File: config.mk
export PLATFORM = sky130hd
export DESIGN_NAME = bmd_cpl_responder
export DESIGN_NICKNAME = d
export VERILOG_FILES = /design/src/rtl/bmd_cpl_pkg.sv /design/src/rtl/bmd_reg_file.sv /design/src/rtl/bmd_cpl_responder.sv
export SDC_FILE = /design/constraint.sdc
export NUM_CORES = 2
export LEC_CHECK = 0
export CORE_MARGIN = 5
export CORE_UTILIZATION = 52
export CTS_CLUSTER_SIZE = 16
export DETAILED_ROUTE_END_ITERATION = 12
export GPL_TIMING_DRIVEN = 0
export PLACE_DENSITY = 0.76
export SYNTH_ARGS = -nofsm -noshare
export SYNTH_HDL_FRONTEND = slang
export SYNTH_HIERARCHICAL = 1
export SYNTH_SLANG_ARGS = --single-unit
File: constraint.sdc
create_clock -name user_clk -period 17.1 [get_ports user_clk]
set_input_delay 4.275 -clock user_clk [delete_from_list [all_inputs] [get_ports user_clk]]
set_output_delay 4.275 -clock user_clk [all_outputs]
set_load 0.01 [all_outputs]
File: src/rtl/bmd_cpl_pkg.sv
// Shared types and helpers for the BMD completer: status codes, register
// indices, FSM state, captured request layout and byte-enable decode.
package bmd_cpl_pkg;

  localparam logic [2:0] CPL_SC = 3'b000;
  localparam logic [2:0] CPL_UR = 3'b001;

  localparam int REG_CTRL   = 0;
  localparam int REG_STATUS = 1;
  localparam int REG_IRQ    = 2;

  typedef enum logic [1:0] {
    ST_IDLE = 2'd0,
    ST_EXEC = 2'd1,
    ST_CPL  = 2'd2
  } state_e;

  // Request fields held for the duration of one transaction. Only the DW
  // address is kept; the byte offset comes from the byte enables.
  typedef struct packed {
    logic        is_write;
    logic [9:0]  addr_dw;
    logic [10:0] dw_count;
    logic [3:0]  be;
    logic [31:0] data;
    logic [7:0]  tag;
    logic [15:0] id;
    logic [2:0]  tc;
  } req_t;

  typedef struct packed {
    logic [11:0] byte_count;
    logic [1:0]  lb;
  } be_info_t;

  // Single-DW completion fields from the first-DW byte enables: span of set
  // bytes (1 when none are set) and the index of the lowest set byte.
  function automatic be_info_t be_info(input logic [3:0] be);
    be_info_t r;
    logic [1:0] lsb;
    logic [1:0] msb;
    lsb = 2'd0;
    msb = 2'd0;
    for (int i = 3; i >= 0; i--)
      if (be[i]) lsb = 2'(i);
    for (int i = 0; i < 4; i++)
      if (be[i]) msb = 2'(i);
    if (be == 4'b0000) begin
      r.byte_count = 12'd1;
      r.lb         = 2'd0;
    end else begin
      r.byte_count = 12'(msb - lsb) + 12'd1;
      r.lb         = lsb;
    end
    return r;
  endfunction

endpackage

File: src/rtl/bmd_reg_file.sv
// BAR0 control/status register file: byte-masked writes, read-only status
// passthrough, sticky interrupt register with write-1-to-clear.
module bmd_reg_file
  import bmd_cpl_pkg::*;
#(
  parameter int NUM_REGS = 16,
  parameter int IDX_W    = $clog2(NUM_REGS)
) (
  input  logic             user_clk,
  input  logic             user_reset,
  input  logic             wr_en,
  input  logic [IDX_W-1:0] idx,
  input  logic [3:0]       wr_be,
  input  logic [31:0]      wr_data,
  input  logic [31:0]      status_in,
  input  logic [31:0]      irq_set,
  output logic [31:0]      rd_data,
  output logic [31:0]      ctrl_reg
);

  logic [NUM_REGS-1:0][31:0] regs;
  logic [31:0] be_mask;
  logic [31:0] merged;
  logic [31:0] clr_mask;

  // Byte-lane mask, merged write value and RW1C clear mask for this cycle.
  always_comb begin
    be_mask  = {{8{wr_be[3]}}, {8{wr_be[2]}}, {8{wr_be[1]}}, {8{wr_be[0]}}};
    merged   = (regs[idx] & ~be_mask) | (wr_data & be_mask);
    clr_mask = '0;
    if (wr_en && idx == IDX_W'(REG_IRQ))
      clr_mask = wr_data & be_mask;
  end

  // Register update: irq bits are set every cycle (set beats clear); the
  // status slot is never stored since reads return status_in directly.
  always_ff @(posedge user_clk or posedge user_reset) begin
    if (user_reset) begin
      regs <= '0;
    end else begin
      for (int r = 0; r < NUM_REGS; r++) begin
        if (r == REG_IRQ)
          regs[r] <= (regs[r] & ~clr_mask) | irq_set;
        else if (r != REG_STATUS && wr_en && idx == IDX_W'(r))
          regs[r] <= merged;
      end
    end
  end

  // Read mux; the caller guarantees idx < NUM_REGS.
  always_comb begin
    rd_data = regs[idx];
    if (idx == IDX_W'(REG_STATUS))
      rd_data = status_in;
  end

  assign ctrl_reg = regs[REG_CTRL];

endmodule

File: src/rtl/bmd_cpl_responder.sv
// BAR0 single-DW completer: accepts one CQ request at a time, applies writes
// to the register file and returns a completion for every read.
module bmd_cpl_responder
  import bmd_cpl_pkg::*;
#(
  parameter int NUM_REGS = 16,
  parameter int UR_CNT_W = 8
) (
  input  logic                user_clk,
  input  logic                user_reset,
  input  logic                req_valid,
  output logic                req_ready,
  input  logic                req_is_write,
  input  logic [11:0]         req_addr,
  input  logic [10:0]         req_dw_count,
  input  logic [3:0]          req_be,
  input  logic [31:0]         req_data,
  input  logic [7:0]          req_tag,
  input  logic [15:0]         req_id,
  input  logic [2:0]          req_tc,
  output logic                cpl_valid,
  input  logic                cpl_ready,
  output logic [31:0]         cpl_data,
  output logic [2:0]          cpl_status,
  output logic [7:0]          cpl_tag,
  output logic [15:0]         cpl_req_id,
  output logic [2:0]          cpl_tc,
  output logic [6:0]          cpl_lower_addr,
  output logic [11:0]         cpl_byte_count,
  output logic [31:0]         ctrl_reg,
  input  logic [31:0]         status_in,
  input  logic [31:0]         irq_set,
  output logic [UR_CNT_W-1:0] ur_count
);

  localparam int IDX_W = $clog2(NUM_REGS);

  state_e      state;
  req_t        rq;
  logic        is_ur;
  logic        wr_en;
  logic [31:0] rd_data;
  be_info_t    bi;
  logic        addr_lsb_unused;

  // Byte offset bits carry no information for DW-aligned accesses.
  assign addr_lsb_unused = ^req_addr[1:0];

  assign is_ur = (rq.dw_count != 11'd1) || (rq.addr_dw >= 10'(NUM_REGS));
  assign wr_en = (state == ST_EXEC) && rq.is_write && !is_ur;
  assign bi    = be_info(rq.be);

  bmd_reg_file #(
    .NUM_REGS (NUM_REGS),
    .IDX_W    (IDX_W)
  ) u_regs (
    .user_clk   (user_clk),
    .user_reset (user_reset),
    .wr_en      (wr_en),
    .idx        (rq.addr_dw[IDX_W-1:0]),
    .wr_be      (rq.be),
    .wr_data    (rq.data),
    .status_in  (status_in),
    .irq_set    (irq_set),
    .rd_data    (rd_data),
    .ctrl_reg   (ctrl_reg)
  );

  // Request FSM with registered handshake/completion outputs and UR counter.
  always_ff @(posedge user_clk or posedge user_reset) begin
    if (user_reset) begin
      state          <= ST_IDLE;
      rq             <= '0;
      req_ready      <= 1'b1;
      cpl_valid      <= 1'b0;
      cpl_data       <= '0;
      cpl_status     <= '0;
      cpl_tag        <= '0;
      cpl_req_id     <= '0;
      cpl_tc         <= '0;
      cpl_lower_addr <= '0;
      cpl_byte_count <= '0;
      ur_count       <= '0;
    end else begin
      case (state)
        ST_IDLE: begin
          if (req_valid && req_ready) begin
            rq.is_write <= req_is_write;
            rq.addr_dw  <= req_addr[11:2];
            rq.dw_count <= req_dw_count;
            rq.be       <= req_be;
            rq.data     <= req_data;
            rq.tag      <= req_tag;
            rq.id       <= req_id;
            rq.tc       <= req_tc;
            req_ready   <= 1'b0;
            state       <= ST_EXEC;
          end
        end
        ST_EXEC: begin
          if (is_ur && ur_count != '1)
            ur_count <= ur_count + UR_CNT_W'(1);
          if (rq.is_write) begin
            req_ready <= 1'b1;
            state     <= ST_IDLE;
          end else begin
            cpl_valid      <= 1'b1;
            cpl_data       <= is_ur ? 32'h0 : rd_data;
            cpl_status     <= is_ur ? CPL_UR : CPL_SC;
            cpl_tag        <= rq.tag;
            cpl_req_id     <= rq.id;
            cpl_tc         <= rq.tc;
            cpl_lower_addr <= {rq.addr_dw[4:0], bi.lb};
            cpl_byte_count <= bi.byte_count;
            state          <= ST_CPL;
          end
        end
        ST_CPL: begin
          if (cpl_ready) begin
            cpl_valid <= 1'b0;
            req_ready <= 1'b1;
            state     <= ST_IDLE;
          end
        end
        default: state <= ST_IDLE;
      endcase
    end
  end

endmodule

==> flow_metrics.tcl <==
set metrics [dict create \
    rsz0062_at_grt "no" \
    dp_hpwl_um 74000 \
    fin_skew_ns 0.0239 \
    cap_viol_max_count 0 \
    routedWlPerCell_um 25.1 \
    start_util_pct 52.6 \
    hp-class "flip-flop to flip-flop" \
    critPathLaunchType "input port" \
    rows 86 \
    synth-compound-area-share_pct 15.8 \
    synth.most_common_cell "dfrtp_1" \
    largest-register "u_regs/regs" \
    yosys_most_used_dff "dfrtp_1" \
    hold_depth 2 \
    synth.top_cells.by_area "dfrtp_1, mux2i_1, a21oi_1" \
    synth_common_cells "dfrtp_1, nor2_1, a21oi_1" \
    design.die.area_um2 60800 \
    grt_pass1_wl_um 147000 \
    endpoint_kind "async pin" \
    synthMuxAreaShare_pct 12.5 \
    syn_avg_cell_area_um2 10.8 \
    power.density_nw_per_um2 157 \
    clkTransAtPathRegs_ns 0.06 \
    synth_xor_area_share_pct 0.241 \
    die_h_um 247 \
    grt_pass1_vias 24100 \
    crit_chain "clkdlybuf4s50_1, clkinvlp_4, buf_12, buf_12, buf_12, buf_12, buf_12, buf_12" \
    port-buffer-count 273 \
    final_util_pct 63.7 \
    yosys.area.top_type_share_pct 55.6 \
    grt_max_degree 131 \
    yosys_warnings 70 \
    synthSimpleGateAreaFrac_pct 10.3 \
    worstSetupPathType "input port to async pin" \
    hold_viol 0 \
    drt_wl_total_um 96800 \
    first_pass_iters 6 \
    cts_setup_buffers 0 \
    finalWorstSetupSlack_ns 10.68 \
    antenna_found_initial 10 \
    yosys.area.top_type "dfrtp_1" \
    tightestPinTransition_ns 1.29 \
    largest_register_ffs 448 \
    cp_common_cell "buf_12" \
    ys_seq_area_share_pct 55.7 \
    cts_hold_buffers 0 \
    globalplace.congestion 0.977 \
    die_x_um 247 \
    critPathArrivalTime_ns 7.21 \
    cts_buffer_depth 3 \
    status "finished clean" \
    cts_root_buffer "clkbuf_16" \
    slew_headroom_pct 13.9 \
    synth_edf_count 0 \
    worstPathRequired_ns 17.89 \
    r2r-end "u_regs/regs[133]$_DFFE_PP0P_" \
    r2r_slack_ns 13.36 \
    drive_above_1_share_pct 14.7 \
    min_to "cpl_req_id[6]$_DFFE_PP0P_" \
    fmax_mhz 156 \
    r2r_start "rq[68]$_DFFE_PP0P_" \
    area_growth_pct 21.1 \
    grt_use_total_pct 31.7 \
    rr_worst_depth 10 \
    fin_crit_ns 6.42 \
    synth-adder-area-share_pct 0.327 \
    ys_types 51 \
    io_pins 278 \
    slew_violations 0 \
    finalCritPeriodShare_pct 37.5 \
    hold_path_startpoint "rq[9]$_DFFE_PP0P_" \
    worstPathMaxFanout 42 \
    via_per_inst 6.06 \
    synthCells 2699 \
    synth.cell_area_um2 29100 \
    clk_latency_ns 0.61 \
    dp_slack_ns 9.99 \
    drc 0 \
    drt_iter0_drc 2636 \
    finalSetupViolCount 0 \
    p_leak_nw 16.1 \
    crit_slowest_cell "clkinvlp_4" \
    numCtsBuffers 67 \
    antenna_left 0 \
    num_vias 23400 \
    peakVddDrop_mv 0.0959 \
    h-tree-depth 3 \
    clock_sinks 648 \
    final_nets 3217 \
    tns_ns 0 \
    async_flop_share_pct 100 \
    slowest_delay_ns 0.71 \
    synth_top_family_by_area "compound AO/OA/AOI/OAI gates" \
    top_regs "u_regs/regs: 448 flops, rq: 85 flops" \
    coreArea_um2 55300 \
    synth_seq_cells 648 \
    cts_resized 0 \
    grt_overflow 0 \
    tritoncts "built" \
]
==> area by class of cell <==
class	count	area (um^2)
Antenna cell	5	12.5
Tap cell	748	936
Clock buffer	95	1960
Buffer	260	1460
Sequential cell	648	16200
Inverter	8	41.3
Fill cell	4271	20100
Clock inverter	20	209
Multi-Input combinational cell	1784	11400
Timing Repair Buffer	286	3000
==> per-stage QoR <==
step           power, mW  area [um^2]  hold WS, ns  instances
5_1_grt             5.74        35200        0.486       3853
3_5_place_dp        4.02        33100        0.451       3734
3_3_place_gp        3.96        32800        0.444       3721
2_1_floorplan       3.16        29100        0.433       2700
6_report            5.54        35200        0.462       3854
4_1_cts             5.48        35200        0.464       3849
==> worst max path at each step <==
stage	start	cells after the start	slack, ns	end
finish	user_reset	8	10.68	u_regs/regs[417]$_DFFE_PP0P_
global route	user_reset	8	10.34	u_regs/regs[259]$_DFFE_PP0P_
CTS	user_reset	8	10.61	u_regs/regs[417]$_DFFE_PP0P_
detailed placement	user_reset	8	9.99	u_regs/regs[417]$_DFFE_PP0P_
global placement	user_reset	2	3.67	u_regs/regs[484]$_DFFE_PP0P_
floorplan	user_reset	1	6.32	u_regs/ctrl_reg[0]$_DFFE_PP0P_
==> placed cells by master, fill, tap and decap left out, drive strengths merged, types with 2 or more instances in the layout <==
cell type and count:
a221oi 122, inv 8, nor2b 20, and2 32, a21oi 409, a22o 65, diode 5, nor3 7
a21o 32, mux2i 213, nand3 8, a211oi 6, clkdlybuf4s50 273, conb 2, nand3b 3, nand2 218
nand4 2, a221o 11, mux2 133, clkinv 13, clkbuf 201, nand2b 4, xor2 5, clkinvlp 3
xnor2 3, ha 6, bufinv 4, dfrtp 647, buf 167, and3 2, o21ai 37, nor2 428
nor4 6
==> worst max-delay path: cells and delay by family <==
kind                   cells  cell delay, ns
buffers and inverters      8            2.83
==> cells by family after synthesis <==
group / count (synthesis)
buffers and inverters: 268
other: 1
and+or+nand+nor: 735
AOI/OAI and AO/OA: 686
muxes: 346
xor gates and xnor gates: 8
DFF: 648
adders and majority gates: 7
==> power breakdown <==
group	total, mW	switching [mW]	internal, mW
registers	1.78	0.107	1.67
logic	2.30	1.49	0.815
clock network	1.46	0.605	0.856
==> per-layer routing <==
metal | track usage [%] | vias to the layer above | share of wire, %
met2 | 49.4 | 1259 | 46
li1 | - | 10100 | -
met3 | 10.7 | 238 | 11
met5 | 0 | - | 0.028
met4 | 13.3 | 4 | 4.2
met1 | 40.7 | 11700 | 39
Power figures use the tool's default switching activity.
